<file path="src/rtl/vga_timing_gen.sv">
// vga_timing_gen -- VGA pixel-timing back end for an ADV-style video DAC.
//
// Runs free-running horizontal/vertical counters at the pixel rate, publishes
// the current active-region coordinate and a colour request to the host, and
// registers the host colour onto the DAC bus together with HS/VS/BLANK so all
// DAC-side signals share the same one-cycle latency.
//
// Optional build macro: VGA_TEST_PATTERN_EN
//   Adds iTestMode; when high, the colour is replaced by 8 vertical colour bars.
//
// Ports:
//   iCLK                 pixel clock
//   iRST_N               synchronous active-low reset
//   iRed/iGreen/iBlue    host colour for the pixel at oCurrent_X/Y
//   iTestMode            colour-bar override (VGA_TEST_PATTERN_EN only)
//   oCurrent_X/Y         active-region coordinate, 0 outside active
//   oRequest             high while the counters are in the active region
//   oFrameStart          one-cycle pulse at counter origin (0,0)
//   oVGA_R/G/B           registered colour to DAC
//   oVGA_HS/VS           negative-polarity syncs (registered)
//   oVGA_BLANK           active-low blank, 1 = visible (registered)
//   oVGA_SYNC            constant 0, sync-on-green unused
//   oVGA_CLOCK           inverted pixel clock, DAC latches mid-cycle
module vga_timing_gen #(
    parameter int H_ACTIVE = 640,
    parameter int H_FRONT  = 16,
    parameter int H_SYNC   = 96,
    parameter int H_BACK   = 48,
    parameter int V_ACTIVE = 480,
    parameter int V_FRONT  = 10,
    parameter int V_SYNC   = 2,
    parameter int V_BACK   = 33,
    parameter int COLOR_W  = 10
) (
    input  logic               iCLK,
    input  logic               iRST_N,
    input  logic [COLOR_W-1:0] iRed,
    input  logic [COLOR_W-1:0] iGreen,
    input  logic [COLOR_W-1:0] iBlue,
`ifdef VGA_TEST_PATTERN_EN
    input  logic               iTestMode,
`endif
    output logic [10:0]        oCurrent_X,
    output logic [10:0]        oCurrent_Y,
    output logic               oRequest,
    output logic               oFrameStart,
    output logic [COLOR_W-1:0] oVGA_R,
    output logic [COLOR_W-1:0] oVGA_G,
    output logic [COLOR_W-1:0] oVGA_B,
    output logic               oVGA_HS,
    output logic               oVGA_VS,
    output logic               oVGA_BLANK,
    output logic               oVGA_SYNC,
    output logic               oVGA_CLOCK
);

    localparam int H_TOTAL = H_ACTIVE + H_FRONT + H_SYNC + H_BACK;
    localparam int V_TOTAL = V_ACTIVE + V_FRONT + V_SYNC + V_BACK;

    localparam logic [10:0] LP_H_ACT    = 11'(H_ACTIVE);
    localparam logic [10:0] LP_V_ACT    = 11'(V_ACTIVE);
    localparam logic [10:0] LP_H_LAST   = 11'(H_TOTAL - 1);
    localparam logic [10:0] LP_V_LAST   = 11'(V_TOTAL - 1);
    localparam logic [10:0] LP_HS_BEG   = 11'(H_ACTIVE + H_FRONT);
    localparam logic [10:0] LP_HS_END   = 11'(H_ACTIVE + H_FRONT + H_SYNC);
    localparam logic [10:0] LP_VS_BEG   = 11'(V_ACTIVE + V_FRONT);
    localparam logic [10:0] LP_VS_END   = 11'(V_ACTIVE + V_FRONT + V_SYNC);

    logic [10:0]        r_h_cnt;
    logic [10:0]        r_v_cnt;
    logic [COLOR_W-1:0] r_red;
    logic [COLOR_W-1:0] r_green;
    logic [COLOR_W-1:0] r_blue;
    logic               r_hs;
    logic               r_vs;
    logic               r_blank;

    logic               w_in_active;
    logic               w_active;
    logic               w_in_hsync;
    logic               w_in_vsync;
    logic [COLOR_W-1:0] w_red;
    logic [COLOR_W-1:0] w_green;
    logic [COLOR_W-1:0] w_blue;

    // Counters: h wraps at the end of the line, v advances only on the h wrap.
    always_ff @(posedge iCLK) begin
        if (!iRST_N) begin
            r_h_cnt <= '0;
            r_v_cnt <= '0;
        end else if (r_h_cnt == LP_H_LAST) begin
            r_h_cnt <= '0;
            if (r_v_cnt == LP_V_LAST) begin
                r_v_cnt <= '0;
            end else begin
                r_v_cnt <= r_v_cnt + 11'd1;
            end
        end else begin
            r_h_cnt <= r_h_cnt + 11'd1;
        end
    end

    assign w_in_active = (r_h_cnt < LP_H_ACT) && (r_v_cnt < LP_V_ACT);
    assign w_in_hsync  = (r_h_cnt >= LP_HS_BEG) && (r_h_cnt < LP_HS_END);
    assign w_in_vsync  = (r_v_cnt >= LP_VS_BEG) && (r_v_cnt < LP_VS_END);

    // Stage-0 outputs are gated by reset so the host sees no request while held.
    assign w_active    = iRST_N && w_in_active;
    assign oCurrent_X  = w_active ? r_h_cnt : '0;
    assign oCurrent_Y  = w_active ? r_v_cnt : '0;
    assign oRequest    = w_active;
    assign oFrameStart = iRST_N && (r_h_cnt == '0) && (r_v_cnt == '0);

`ifdef VGA_TEST_PATTERN_EN
    localparam logic [10:0] LP_BAR_W = 11'(H_ACTIVE / 8);
    logic [2:0] w_bar;
    assign w_bar = 3'(r_h_cnt / LP_BAR_W);
`endif

    // Colour select; anything outside the active region goes to black.
    always_comb begin
        w_red   = '0;
        w_green = '0;
        w_blue  = '0;
        if (w_in_active) begin
            w_red   = iRed;
            w_green = iGreen;
            w_blue  = iBlue;
`ifdef VGA_TEST_PATTERN_EN
            if (iTestMode) begin
                w_red   = {COLOR_W{w_bar[2]}};
                w_green = {COLOR_W{w_bar[1]}};
                w_blue  = {COLOR_W{w_bar[0]}};
            end
`endif
        end
    end

    // Stage 1: every DAC-side signal is registered here for common latency.
    always_ff @(posedge iCLK) begin
        if (!iRST_N) begin
            r_red   <= '0;
            r_green <= '0;
            r_blue  <= '0;
            r_blank <= 1'b0;
            r_hs    <= 1'b1;
            r_vs    <= 1'b1;
        end else begin
            r_red   <= w_red;
            r_green <= w_green;
            r_blue  <= w_blue;
            r_blank <= w_in_active;
            r_hs    <= ~w_in_hsync;
            r_vs    <= ~w_in_vsync;
        end
    end

    assign oVGA_R     = r_red;
    assign oVGA_G     = r_green;
    assign oVGA_B     = r_blue;
    assign oVGA_BLANK = r_blank;
    assign oVGA_HS    = r_hs;
    assign oVGA_VS    = r_vs;
    assign oVGA_SYNC  = 1'b0;
    assign oVGA_CLOCK = ~iCLK;

endmodule

</file>
<file path="config.mk">
export PLATFORM = sky130hd
export DESIGN_NAME = vga_timing_gen
export DESIGN_NICKNAME = d
export VERILOG_FILES = /design/src/rtl/vga_timing_gen.sv
export SDC_FILE = /design/constraint.sdc
export NUM_CORES = 1
export LEC_CHECK = 0
export CAP_MARGIN = 20
export CELL_PAD_IN_SITES_DETAIL_PLACEMENT = 0
export CELL_PAD_IN_SITES_GLOBAL_PLACEMENT = 1
export CORE_MARGIN = 5
export CORE_UTILIZATION = 33
export CTS_CLUSTER_DIAMETER = 150
export DETAILED_ROUTE_END_ITERATION = 8
export PLACE_DENSITY_LB_ADDON = 0.1
export SLEW_MARGIN = 5
export SYNTH_ARGS = -nofsm -noshare
export SYNTH_HDL_FRONTEND = slang
export SYNTH_SLANG_ARGS = --single-unit
</file>
<file path="constraint.sdc">
create_clock -name iCLK -period 5.42 [get_ports iCLK]
set_clock_uncertainty 0.05 [all_clocks]
set_input_delay 1.626 -clock iCLK [delete_from_list [all_inputs] [get_ports iCLK]]
set_output_delay 1.626 -clock iCLK [all_outputs]
set_load 0.01 [all_outputs]
</file>
==> impl_metrics.py <==
metrics = {
    "status": {
        "outcome": "complete, no violations",
    },
    "clock_network": {
        "numCtsBuffers": 5,
        "clk_pin_slew_worst_paths_ns": 0.10,
        "cts_tree": "built",
        "clk_path_buf_depth": 2,
        "htree_levels": 2,
        "post_cts_buffers": 0,
        "postCtsHoldBufs": 0,
        "cts-root-buf": "clkbuf_8",
        "insertion_delay_ns": 0.31,
        "postCtsResizedCells": 0,
    },
    "global_route": {
        "antenna_found_initial": 0,
        "grt_pass1_vias": 1739,
        "grt.overflow.total": 0,
        "met2_usage": 0.1923,
        "met3_usage": 0.07273,
        "busiest_layer": "met2",
        "grtUsageMet1": 0.1583,
        "grt_max_degree": 29,
        "grt_pass1_wl_mm": 8.714,
        "grtUsageTotal": 0.1307,
    },
    "critical_path": {
        "required_ns": 3.74,
        "crit_fanout": 17,
        "cp.arrival_ns": 3.59,
        "worstPathCellList": "clkbuf_8 > clkbuf_8 > inv_1 > clkdlybuf4s50_1",
        "cp-end-kind": "output port",
        "cp-start-kind": "clock port",
        "critPathKind": "clock port to output port",
        "slowest_stage": "clkdlybuf4s50_1",
        "crit_top_cell": "clkbuf_8",
        "cp-startpoint": "iCLK",
        "critical-path-max-stage-delay_ns": 0.52,
        "r2r-start": "r_h_cnt[1]",
    },
    "power_and_ir_drop": {
        "totalPowerFinal_uw": 807.4,
        "powerDensity_nw_per_um2": 251.8,
        "swShare": 0.2254,
        "ir_drop_v": 0.0001336,
        "clkPwrFrac": 0.372,
        "power_switching_uw": 182.0,
        "seqPwrFrac": 0.525,
        "combPwrFrac": 0.104,
        "internal-power_uw": 625.4,
        "leakagePower_uw": 0.001191,
    },
    "floorplan": {
        "fp.dieArea_um2": 8381,
        "core_area_um2": 6422,
        "die_h_um": 91.55,
        "dieWidth_um": 91.55,
        "initial_core_util": 0.3417,
        "io_pins": 91,
        "rows": 29,
    },
    "layout": {
        "nets": 354,
        "fin_util": 0.4993,
        "multiInputGateArea_um2": 992.2,
        "nFillCells": 624,
        "antenna_cells": 0,
        "fin_cells": 396,
        "area_growth_pct": 46.12,
        "final_layout_size_suffix_gt1_frac": 0.03762,
        "register_area_um2": 1101,
    },
    "yosys": {
        "synth_xor_area_frac": 0.03592,
        "yosys.area.top_type": "dfxtp_1",
        "synth_top_cell_area_share": 0.5017,
        "ys_types": 31,
        "netlist_area_um2": 2195,
        "synth.avg_cell_area_um2": 9.260,
        "post-synth-top-count-cell": "dfxtp_1",
        "ys_top_cells_by_count": "dfxtp_1, and2_1, nor2_1",
        "synthCells": 237,
        "synthArstFlopShare": 0,
        "synth_ff_type": "dfxtp_1",
        "ys_seq_area_frac": 0.5017,
        "synth_area_leaders": "dfxtp_1, and2_1, or3_1",
        "synth-compound-area-share": 0.05644,
        "synthAdderAreaFrac": 0.02281,
        "synth_seq_cells": 55,
        "synth_top_family_by_area": "simple AND/OR/NAND/NOR gates",
        "ys_warn_count": 0,
        "synth-edff-count": 0,
        "yosys.area_share.simple": 0.3273,
        "synth_mux_area_frac": 0,
    },
    "min_path": {
        "hold_start": "r_h_cnt[0]",
        "hp-class": "flip-flop to flip-flop",
    },
    "detailed_routing": {
        "drt-initial-drc-count": 102,
        "drtPass1Iterations": 4,
        "via_per_inst": 4.644,
        "ant_nets": 0,
        "routed_wl_mm": 5.332,
        "drc": 0,
        "wire_per_inst_um": 13.46,
        "vias": 1839,
    },
    "timing": {
        "tightest_slew_ns": 0.6733,
        "finalMaxSlewViolations": 0,
        "max_slew_margin": 0.5511,
        "rsz0062_at_grt": "no",
        "final-hold-violation-count": 0,
        "whs_ns": 0.4527,
        "totalNegativeSetupSlack_ns": 0,
        "final-setup-viol-count": 0,
    },
    "place": {
        "dp_hpwl_mm": 3.852,
        "place_congestion": 0.7257,
        "placed_cells": 388,
        "io_buffers": 86,
    },
    "run": {
        "cap_violations": 0,
    },
}
flip-flops by register name, summed over array words and instances, names as in the netlist:
register / flops
oVGA_B: 10
oVGA_BLANK: 1
oVGA_G: 10
oVGA_HS: 1
oVGA_R: 10
oVGA_VS: 1
r_h_cnt: 11
r_v_cnt: 11
cell usage in the layout (no fill, tap or decap):
| cell | Yosys | layout |
|---|---|---|
| nor4b_2 | 0 | 1 |
| or4b_1 | 1 | 1 |
| and2_1 | 51 | 51 |
| or3_1 | 9 | 9 |
| nand3_1 | 8 | 8 |
| o21ai_2 | 1 | 1 |
| o31ai_1 | 2 | 2 |
| buf_4 | 5 | 3 |
| o21ai_0 | 8 | 8 |
| dfxtp_1 | 55 | 55 |
| clkdlybuf4s50_1 | 0 | 86 |
| clkbuf_8 | 0 | 5 |
| nand4_1 | 7 | 7 |
| xor2_1 | 5 | 5 |
| ha_1 | 4 | 4 |
| or4_1 | 3 | 3 |
| inv_1 | 6 | 6 |
| and4_1 | 4 | 4 |
| nand2_1 | 11 | 11 |
| a21boi_0 | 2 | 2 |
| nor2_1 | 14 | 14 |
| nor2b_1 | 1 | 1 |
| nor4b_1 | 3 | 2 |
| clkbuf_1 | 10 | 1 |
| nand3b_1 | 1 | 1 |
| conb_1 | 1 | 4 |
| nor3_1 | 2 | 2 |
| and3_1 | 2 | 2 |
| and4b_1 | 1 | 1 |
| xnor2_1 | 4 | 4 |
| a21oi_1 | 9 | 9 |
| inv_6 | 0 | 1 |
| nor4_1 | 4 | 4 |
| bufinv_16 | 0 | 1 |
layer usage:
metal / up-vias / wire, µm / part of all wire
li1: 944 / - / -
met1: 818 / 2298 / 0.43
met2: 69 / 2298 / 0.43
met3: 8 / 657 / 0.12
met4: 0 / 78 / 0.015
met5: - / 0 / 0
power groups by stage:
stage | combinational [µW] | sequential [µW] | clock, µW
2_1_floorplan | 23.5 | 439 | 7.25
3_3_place_gp | 84.9 | 433 | 21.3
3_5_place_dp | 85.1 | 433 | 21.3
4_1_cts | 85.7 | 424 | 313
5_1_grt | 91.9 | 425 | 331
6_report | 83.7 | 424 | 300
final cells by class:
class                           instances  share of cell area
Sequential cell                        55              0.3433
Clock buffer                            7             0.02575
Inverter                                5            0.005853
Clock inverter                          3             0.01327
Timing Repair Buffer                   88              0.2723
Tap cell                               77             0.03004
Multi-Input combinational cell        161              0.3094
final timing paths:
path / end / slack [ns] / cells after the start
setup / recovery: oVGA_CLOCK / 0.15 / 4
hold / removal: r_h_cnt[0] / 0.45 / 1
setup reg to reg: r_v_cnt[8] / 2.80 / 5
hold reg to reg: r_h_cnt[0] / 0.45 / 1
cells by family after synthesis:
logic type,count (synthesis)
and+or+nand+nor,122
DFF,55
buffers and inverters,24
AOI/OAI and AO/OA,22
xor gates and xnor gates,9
adders and majority gates,4
other,1
metrics by stage:
step                setup slack, ns  instance area, µm²
global placement             0.2564                3095
global route                0.05100                3207
detailed placement           0.1949                3095
CTS                          0.1300                3207
floorplan                    0.7448                2206
finish                       0.1506                3207
worst max-delay path, delay by kind of cell:
family	cells	cell delay (ns)
buffers and inverters	4	0.88
Power figures use the tool's default switching activity.
